--- config.mk ---
export PLATFORM = sky130hd
export DESIGN_NAME = sfifo_rd_stream
export DESIGN_NICKNAME = d
export VERILOG_FILES = /design/src/rtl/sfifo_rd_pkg.sv /design/src/rtl/sfifo_rd_skid.sv /design/src/rtl/sfifo_rd_stream.sv
export SDC_FILE = /design/constraint.sdc
export NUM_CORES = 1
export LEC_CHECK = 0
export ABC_CLOCK_PERIOD_IN_PS = 5200
export CAP_MARGIN = 20
export CORE_MARGIN = 5
export CORE_UTILIZATION = 42
export CTS_CLUSTER_DIAMETER = 40
export CTS_CLUSTER_SIZE = 16
export DETAILED_ROUTE_END_ITERATION = 10
export PLACE_DENSITY_LB_ADDON = 0.15
export SETUP_SLACK_MARGIN = 0.2
export SLEW_MARGIN = 20
export SYNTH_ARGS = -nofsm -noshare
export SYNTH_HDL_FRONTEND = slang
export SYNTH_HIERARCHICAL = 1
export SYNTH_SLANG_ARGS = --single-unit
--- constraint.sdc ---
create_clock -name clk -period 5.2 [get_ports clk]
set_input_delay 0.52 -clock clk [delete_from_list [all_inputs] [get_ports clk]]
set_output_delay 0.52 -clock clk [all_outputs]
set_load 0.02 [all_outputs]
--- src/rtl/sfifo_rd_pkg.sv ---
// Shared types and helpers for the synchronous-FIFO read-stream controller.
package sfifo_rd_pkg;

    typedef enum logic [1:0] {
        RD_IDLE  = 2'd0,
        RD_RUN   = 2'd1,
        RD_FLUSH = 2'd2
    } rd_state_e;

    // A burst of one beat still needs a one-bit counter.
    function automatic int cnt_width(input int n);
        return (n <= 1) ? 1 : $clog2(n);
    endfunction

endpackage

--- src/rtl/sfifo_rd_skid.sv ---
// Two-entry output stage (main + skid): absorbs the one word already in flight
// when downstream stalls, so the FIFO read enable never depends on m_ready.
module sfifo_rd_skid
    import sfifo_rd_pkg::*;
#(
    parameter int DATA_WIDTH = 32
) (
    input  logic                  clk,
    input  logic                  arst_n,
    input  logic                  clear,
    input  logic                  in_valid,
    input  logic [DATA_WIDTH-1:0] in_data,
    input  logic                  in_last,
    output logic                  m_valid,
    output logic [DATA_WIDTH-1:0] m_data,
    output logic                  m_last,
    input  logic                  m_ready,
    output logic                  skid_valid
);

    logic                  main_valid_q, main_valid_d;
    logic [DATA_WIDTH-1:0] main_data_q,  main_data_d;
    logic                  main_last_q,  main_last_d;
    logic                  skid_valid_q, skid_valid_d;
    logic [DATA_WIDTH-1:0] skid_data_q,  skid_data_d;
    logic                  skid_last_q,  skid_last_d;

    always_comb begin
        // NOTE: every _d starts from its _q so no branch can leave a latch.
        main_valid_d = main_valid_q;
        main_data_d  = main_data_q;
        main_last_d  = main_last_q;
        skid_valid_d = skid_valid_q;
        skid_data_d  = skid_data_q;
        skid_last_d  = skid_last_q;

        if (clear) begin
            main_valid_d = 1'b0;
            main_data_d  = '0;
            main_last_d  = 1'b0;
            skid_valid_d = 1'b0;
            skid_data_d  = '0;
            skid_last_d  = 1'b0;
        end else begin
            if (main_valid_q && m_ready) begin
                main_valid_d = 1'b0;
            end
            // Skid only fills behind a full main, so it always refills main first.
            if (skid_valid_q && m_ready) begin
                main_valid_d = 1'b1;
                main_data_d  = skid_data_q;
                main_last_d  = skid_last_q;
                skid_valid_d = 1'b0;
            end else if (in_valid) begin
                if (!main_valid_q || m_ready) begin
                    main_valid_d = 1'b1;
                    main_data_d  = in_data;
                    main_last_d  = in_last;
                end else begin
                    skid_valid_d = 1'b1;
                    skid_data_d  = in_data;
                    skid_last_d  = in_last;
                end
            end
        end
    end

    // NOTE: data registers are reset as well, so m_data reads 0 rather than X out of reset.
    always_ff @(posedge clk or negedge arst_n) begin
        if (!arst_n) begin
            main_valid_q <= 1'b0;
            main_data_q  <= '0;
            main_last_q  <= 1'b0;
            skid_valid_q <= 1'b0;
            skid_data_q  <= '0;
            skid_last_q  <= 1'b0;
        end else begin
            // NOTE: non-blocking only in clocked blocks; blocking here races other flops.
            main_valid_q <= main_valid_d;
            main_data_q  <= main_data_d;
            main_last_q  <= main_last_d;
            skid_valid_q <= skid_valid_d;
            skid_data_q  <= skid_data_d;
            skid_last_q  <= skid_last_d;
        end
    end

    assign m_valid    = main_valid_q;
    assign m_data     = main_data_q;
    assign m_last     = main_last_q;
    assign skid_valid = skid_valid_q;

endmodule

--- src/rtl/sfifo_rd_stream.sv ---
// FIFO read-side controller: FSM, read-enable generation and burst framing.
// Optional SFIFO_RD_BEAT_CNT_EN adds a saturating handshake counter output beat_cnt.
module sfifo_rd_stream
    import sfifo_rd_pkg::*;
#(
    parameter int DATA_WIDTH = 32,
    parameter int BURST_LEN  = 4
) (
    input  logic                  clk,
    input  logic                  arst_n,
    input  logic                  en,
    input  logic                  flush,
    output logic                  fifo_rden,
    input  logic [DATA_WIDTH-1:0] fifo_rdata,
    input  logic                  fifo_empty,
    output logic                  m_valid,
    output logic [DATA_WIDTH-1:0] m_data,
    output logic                  m_last,
    input  logic                  m_ready,
    output logic                  busy
`ifdef SFIFO_RD_BEAT_CNT_EN
    ,
    output logic [31:0]           beat_cnt
`endif
);

    localparam int               CNT_W    = cnt_width(BURST_LEN);
    localparam logic [CNT_W-1:0] LAST_CNT = CNT_W'(BURST_LEN - 1);

    rd_state_e        state_q, state_d;
    logic [CNT_W-1:0] burst_cnt_q, burst_cnt_d;
    logic             skid_valid;
    logic             in_valid;
    logic             in_last;
    logic             stage_clear;

    always_comb begin
        state_d = state_q;
        if (flush) begin
            state_d = RD_FLUSH;
        end else begin
            unique case (state_q)
                RD_IDLE:  if (en)         state_d = RD_RUN;
                RD_RUN:   if (!en)        state_d = RD_IDLE;
                RD_FLUSH: if (fifo_empty) state_d = RD_IDLE;
                default:                  state_d = RD_IDLE;
            endcase
        end
    end

    always_ff @(posedge clk or negedge arst_n) begin
        if (!arst_n) begin
            state_q <= RD_IDLE;
        end else begin
            state_q <= state_d;
        end
    end

    // Gated by skid_valid instead of m_ready: the stage always has room for
    // the word read this cycle, and m_ready stays off the read path.
    assign fifo_rden = ((state_q == RD_RUN) && en && !flush && !fifo_empty && !skid_valid)
                     || ((state_q == RD_FLUSH) && !fifo_empty);

    assign in_valid    = fifo_rden && (state_q == RD_RUN);
    assign in_last     = (burst_cnt_q == LAST_CNT);
    assign stage_clear = flush || (state_q == RD_FLUSH);

    always_comb begin
        burst_cnt_d = burst_cnt_q;
        if (stage_clear) begin
            burst_cnt_d = '0;
        end else if (in_valid) begin
            burst_cnt_d = in_last ? '0 : burst_cnt_q + CNT_W'(1);
        end
    end

    always_ff @(posedge clk or negedge arst_n) begin
        if (!arst_n) begin
            burst_cnt_q <= '0;
        end else begin
            burst_cnt_q <= burst_cnt_d;
        end
    end

    sfifo_rd_skid #(
        .DATA_WIDTH (DATA_WIDTH)
    ) u_skid (
        .clk        (clk),
        .arst_n     (arst_n),
        .clear      (stage_clear),
        .in_valid   (in_valid),
        .in_data    (fifo_rdata),
        .in_last    (in_last),
        .m_valid    (m_valid),
        .m_data     (m_data),
        .m_last     (m_last),
        .m_ready    (m_ready),
        .skid_valid (skid_valid)
    );

    assign busy = (state_q != RD_IDLE) || m_valid || skid_valid;

`ifdef SFIFO_RD_BEAT_CNT_EN
    logic [31:0] beat_cnt_q, beat_cnt_d;

    always_comb begin
        beat_cnt_d = beat_cnt_q;
        if (flush) begin
            beat_cnt_d = '0;
        end else if (m_valid && m_ready && (beat_cnt_q != 32'hFFFF_FFFF)) begin
            beat_cnt_d = beat_cnt_q + 32'd1;
        end
    end

    always_ff @(posedge clk or negedge arst_n) begin
        if (!arst_n) begin
            beat_cnt_q <= '0;
        end else begin
            beat_cnt_q <= beat_cnt_d;
        end
    end

    assign beat_cnt = beat_cnt_q;
`endif

endmodule
---- Word-level counts from Yosys, hierarchy flattened ----
Index checks and enable logic that the tools add are counted.
operators by class
  add/subtract/negate cells ............... 1
  equality and inequality tests ........... 9
  multiplexer cells ....................... 33
  reductions and logical operators ........ 26
operators by type and width
  operator                                                                  number
  32-bit 2-to-1 mux                                                         8
  1-bit 2-to-1 mux                                                          17
  2-bit 2-to-1 mux                                                          7
  3-bit inequality test (second input constant)                             3
  1-bit logical AND                                                         8
  2-bit case mux with 3 select lines                                        1
  3-bit AND reduction                                                       2
  3-bit nonzero test                                                        2
  1-bit logical OR                                                          5
  2-bit == test (second input constant)                                     2
  1-bit logical NOT                                                         4
  2-bit inequality test (second input constant)                             2
  2-bit AND reduction                                                       2
  2-bit nonzero test                                                        2
  3-bit by 2-bit inequality test with 1-bit output (second input constant)  1
  2-bit by 1-bit adder with 2-bit output (second input constant)            1
  2-bit by 1-bit == test with 1-bit output (second input constant)          1
  2-bit logical NOT                                                         1
storage, ports and cells
  register bits after elaboration ......... 72
  output and inout bits ................... 36
  word-level logic and storage cells ...... 77

---- Logic depth before layout (Yosys ltp) ----
  word-level depth ........................ 10
  depth in mapped cells ................... 8
  gate-level depth less buffers ........... 6

---- Modules after synthesis ----
Netlist, hierarchy kept.
by module, submodules not included
  module           times used  cells each  area each (µm²)  sequential area each (µm²)
  sfifo_rd_skid    1           239         3,055.4          1,701.6
  sfifo_rd_stream  1           21          235.2            100.1

---- Least setup slack after synthesis ----
OpenSTA, ideal clock, no wires.
  path kind ............................... reg2reg
  start point ............................. register state_q[1]
  end point ............................... register u_skid.skid_valid_q (netlist: u_skid/skid_valid)
  setup time .............................. 120 ps
  arrival ................................. 1,611 ps
  required time ........................... 5,080 ps
  path slack .............................. 3,470 ps
  stages on the path, launching flop included .. 9
  buffers on the path ..................... 3
  cell sequence ........................... dfrtp_1 -> nor2b_1 -> or2_2 -> buf_2 -> inv_2 -> and3_4 -> buf_6 -> buf_6 -> a31o_1
on the way
  elaborated cells between the ends (all ways) .. 14
  classes of those cells .................. eq/ne (3); mux (1); reduce/logical (10)
RTL lines
  element                                                                                                         RTL line               source
  start: declaration                                                                                              sfifo_rd_stream.sv:30  rd_state_e state_q, state_d;
  start signal: assignment                                                                                        sfifo_rd_stream.sv:55  state_q <= state_d;
  2-bit == test *                                                                                                 sfifo_rd_stream.sv:66  assign stage_clear = flush || (state_q == RD_FLUSH);
  1-bit logical OR *                                                                                              sfifo_rd_stream.sv:66
  named net stage_clear                                                                                           sfifo_rd_stream.sv:35  logic stage_clear;
  3-bit by 2-bit inequality test with 1-bit output (no source line) / 3-bit nonzero test (equally long branches)  --
  2-bit AND reduction (no source line)                                                                            --
  end signal: assignment                                                                                          sfifo_rd_skid.sv:82    skid_valid_q <= skid_valid_d;
  end: declaration                                                                                                sfifo_rd_skid.sv:24    logic skid_valid_q, skid_valid_d;
Mark *: on every way through the listed nets, which the timed path passes. The rest lies on a longest branch.
A chain may end at the register's enable or synchronous reset.

---- Worst setup path in the final report ----
  start point ............................. input port flush
  end point ............................... register u_skid.skid_data_q[21]
on the way
  elaborated cells between the ends (all ways) .. 12
  classes of those cells .................. eq/ne (2); mux (1); reduce/logical (9)
RTL lines
  element                                                                              RTL line               source
  start: declaration                                                                   sfifo_rd_stream.sv:12  input logic flush,
  1-bit logical OR *                                                                   sfifo_rd_stream.sv:66
  named net stage_clear                                                                sfifo_rd_stream.sv:35
  2-bit inequality test (no source line) / 2-bit nonzero test (equally long branches)  --
  3-bit AND reduction (no source line)                                                 --
  end signal: assignment                                                               sfifo_rd_skid.sv:83    skid_data_q <= skid_data_d;
  end: declaration                                                                     sfifo_rd_skid.sv:25    logic [DATA_WIDTH-1:0] skid_data_q, skid_data_d;
Marks and branches as above.

==> results by group <==
Timing
  • Count of pins over their slew limit: 0
  • Fin crit share: 53.9%
  • Post-route setup TNS: 0 ps
  • Fin crit period: ~2800 ps
  • Final setup vio count: 0
  • Fin Hold WS: between 200 and 300 ps
  • RSZ-0062 raised after global routing: false
  • Worst slew pin tran: 1050 ps
  • Rel. slew slack: slightly below 30%
  • Final setup skew: 9.78 ps
  • Final Hold Fails: 0
  • PnR worst setup slack: between 2000 and 2500 ps
  • FMAX: ~360 MHz

Clock tree
  • Post-CTS setup buffer count: 0
  • Total CTS buffers: 9
  • Post-CTS sizing: 0
  • Clock Path Buffers: 2
  • Clock Tree Root: clkbuf_8
  • Clock slew at reported path FFs: approximately 80 ps
  • Hold Buf Count CTS: 0
  • Htree depth: 3
  • Latest clock arrival within the worst-skew pair: approximately 340 ps
  • CTS tree: done
  • Clock tree sinks: 72

Setup path
  • R2r startpoint: state_q[1]$_DFFE_PN0P_
  • Reg2reg setup slack: 2520 ps
  • Critical Path Source Type: input port
  • CP Capture Type: register
  • Critical path class: input port to register
  • CP startpoint: flush
  • WP data required: ~5500 ps
  • Critical Path AT: between 3000 and 4000 ps
  • Crit-path max FO: 37

Logic synthesis
  • Top cell type's share of synthesized area: between 50% and 60%
  • Syn Area/Cell: ~13 µm²
  • Sequential fraction of the synthesis area: between 50% and 60%
  • Post-synth ARST share: 100%
  • Xor and xnor area share after synthesis: 0%
  • EDFF count, synth: 0
  • Yosys reg bits: about 70
  • Synth cell types: 30
  • Commonest register cell after synthesis: dfrtp_1
  • Main combinational cell family by area after synthesis: compound AO/OA/AOI/OAI gates
  • Post-Syn Area: 3290 µm²
  • Compound-gate portion of the synthesized area: 25.8%
  • Yosys Warn Count: 6
  • Yosys top cell by area: dfrtp_1
  • Synth Area in Adders: 0.380%
  • Syn Inst Count: 260
  • Synth Area in Simple Gates: around 3.2%
  • Synth top area cells: dfrtp_1 55%, mux2i_1 10%, a22o_1 8.8%
  • Mapped Nets: between 200 and 300
  • Multiplexer share of the synthesized area: 10.7%

Floorplan
  • Initial core utilization: 42.8%
  • Core Box Area: 7690 µm²
  • Die width: ~99 µm
  • Die area: approximately 9700 µm²
  • Row count: 32
  • Die Span Y: about 99 µm
  • I/O pins: 74

Power and ir drop
  • Pleak: ~2.0 nW
  • Pwr dens: slightly below 300 nW/µm²
  • Maximum vdd drop: 163 µV

Place
  • Area post-placement: around 4000 µm²
  • IO Port Bufs: 73
  • Routability congestion estimate: between 0.7 and 0.8
  • Final HPWL DP: 4800 µm
  • Pre-CTS WS: a little over 2000 ps
  • Dpl cells: between 400 and 500

Global routing
  • Largest net degree at the start of global routing: 73
  • First-pass GRT wire length: 12900 µm
  • Initial antenna violation count: 0
  • Global-route usage over all layers: roughly 17%
  • Number of global-route vias before repair: roughly 2500
  • GR Overflow Total: 0

Layout
  • Layout area overhead: 29.4%
  • # diodes: 0
  • Design area: 4260 µm²
  • Layout cell share with drive strength beyond 1: under 10%
  • Final nets: between 300 and 400
  • Post-route insts no fill: around 420
  • FILL cells: approximately 670

Route
  • Vias: 2428
  • Routed len/inst: roughly 18 µm
  • DRT iter0 DRCs: between 100 and 150
  • DR vias/cell: around 5.7
  • DR pass1 iterations: 4
  • Final ANT Viol Nets: 0
  • Total Wirelength: between 7000 and 8000 µm
  • DRC: 0

Outcome
  • Outcome: finished, final reports clean

Hold path
  • Hold WC Path Type: input port to async pin

Flow run
  • Max Cap Viol: 0
==> registers in the layout, indices dropped and copies added (netlist names) <==
name and flops:
u_skid/m_valid 1, u_skid/m_data 32, u_skid/m_last 1, u_skid/skid_valid 1, state_q 2, burst_cnt_q 2, u_skid/skid_last_q 1, u_skid/skid_data_q 32
==> per-stage QoR <==
step	total power, mW	utilization (%)
CTS	1.27	55.4
finish	1.26	55.4
global placement	0.745	52.3
global route	1.31	55.4
detailed placement	0.746	52.3
floorplan	0.657	-
==> path summary, 6_finish.rpt <==
check                      depth (start not counted)                                  to
max in group asynchronous                          1       u_skid/m_data[21]$_DFFE_PN0P_
min                                                1   u_skid/skid_data_q[5]$_DFFE_PN0P_
max                                                5  u_skid/skid_data_q[21]$_DFFE_PN0P_
min reg2reg                                        1  u_skid/skid_data_q[18]$_DFFE_PN0P_
min in group clk                                   1  u_skid/skid_data_q[18]$_DFFE_PN0P_
max reg2reg                                        5  u_skid/skid_data_q[21]$_DFFE_PN0P_
==> area by class of cell <==
cell class	instances	area [µm²]	area share [%]
repair buffers	73	728	17.1
well taps	102	128	3.00
clock buffers	11	131	3.09
multi-input cells	156	1350	31.6
clock inverters	5	105	2.47
flip-flops and latches	72	1800	42.3
inverters	5	18.8	0.441
==> critical path, stage by stage <==
cell and delay [ps]:
clkdlybuf4s50_1 510, or2_2 640, inv_2 570, and3_4 590, a22o_1 200
==> layer usage <==
layer / track usage [%] / share of wire (%) / vias to the layer above
met5: 0 / 0 / -
met4: 5.78 / 0.51 / 0
met3: 5.02 / 6.8 / 4
met2: 23.9 / 45 / 82
met1: 23.9 / 48 / 1212
li1: - / - / 1130
==> Yosys cell counts, types with 2 or more instances <==
master and n:
clkbuf_1 12, nor3b_1 2, nor2_1 2, mux2i_1 33, buf_6 5, o31ai_1 32
a21oi_1 3, a22o_1 33, o211ai_1 32, nor2b_1 2, buf_2 10, dfrtp_1 72
mux2_1 2, inv_1 4
==> where the power goes <==
group	internal (mW)	leakage (nW)	switching (mW)
Sequential	0.575	0.989	0.0106
Combinational	0.0664	0.916	0.0806
Clock	0.319	0.110	0.204
==> logic make-up after synthesis <==
family,Yosys count
multiplexers,35
flip-flops,72
AO/OA/AOI/OAI,107
buffers and inverters,32
adder cells (fa/ha/maj),1
AND/OR/NAND/NOR,13
==> cells in the final DEF (no fill, tap or decap) <==
| master | Yosys | routed |
|---|---|---|
| clkbuf_8 | 0 | 9 |
| mux2_1 | 2 | 2 |
| inv_1 | 4 | 4 |
| nor3b_4 | 1 | 1 |
| buf_4 | 0 | 1 |
| a21oi_4 | 1 | 3 |
| nor2b_1 | 2 | 1 |
| or2_2 | 1 | 1 |
| o211ai_1 | 32 | 32 |
| a311oi_1 | 1 | 1 |
| ha_1 | 1 | 1 |
| bufinv_16 | 0 | 3 |
| nand2b_1 | 1 | 1 |
| dfrtp_1 | 72 | 72 |
| mux2i_1 | 33 | 33 |
| clkdlybuf4s50_1 | 0 | 72 |
| a31o_1 | 1 | 1 |
| a21oi_1 | 3 | 2 |
| or4_1 | 1 | 1 |
| a22o_1 | 33 | 33 |
| nand4_2 | 1 | 1 |
| inv_2 | 1 | 1 |
| nor2b_4 | 0 | 1 |
| nor3b_1 | 2 | 2 |
| nor2_1 | 2 | 2 |
| clkbuf_1 | 12 | 2 |
| a31oi_1 | 1 | 1 |
| and3_4 | 1 | 1 |
| o31ai_1 | 32 | 32 |
| a21o_2 | 1 | 1 |
| nand2_2 | 1 | 1 |
| a21o_1 | 1 | 1 |
| clkinvlp_4 | 0 | 2 |
(Power assumes the default switching activity.)
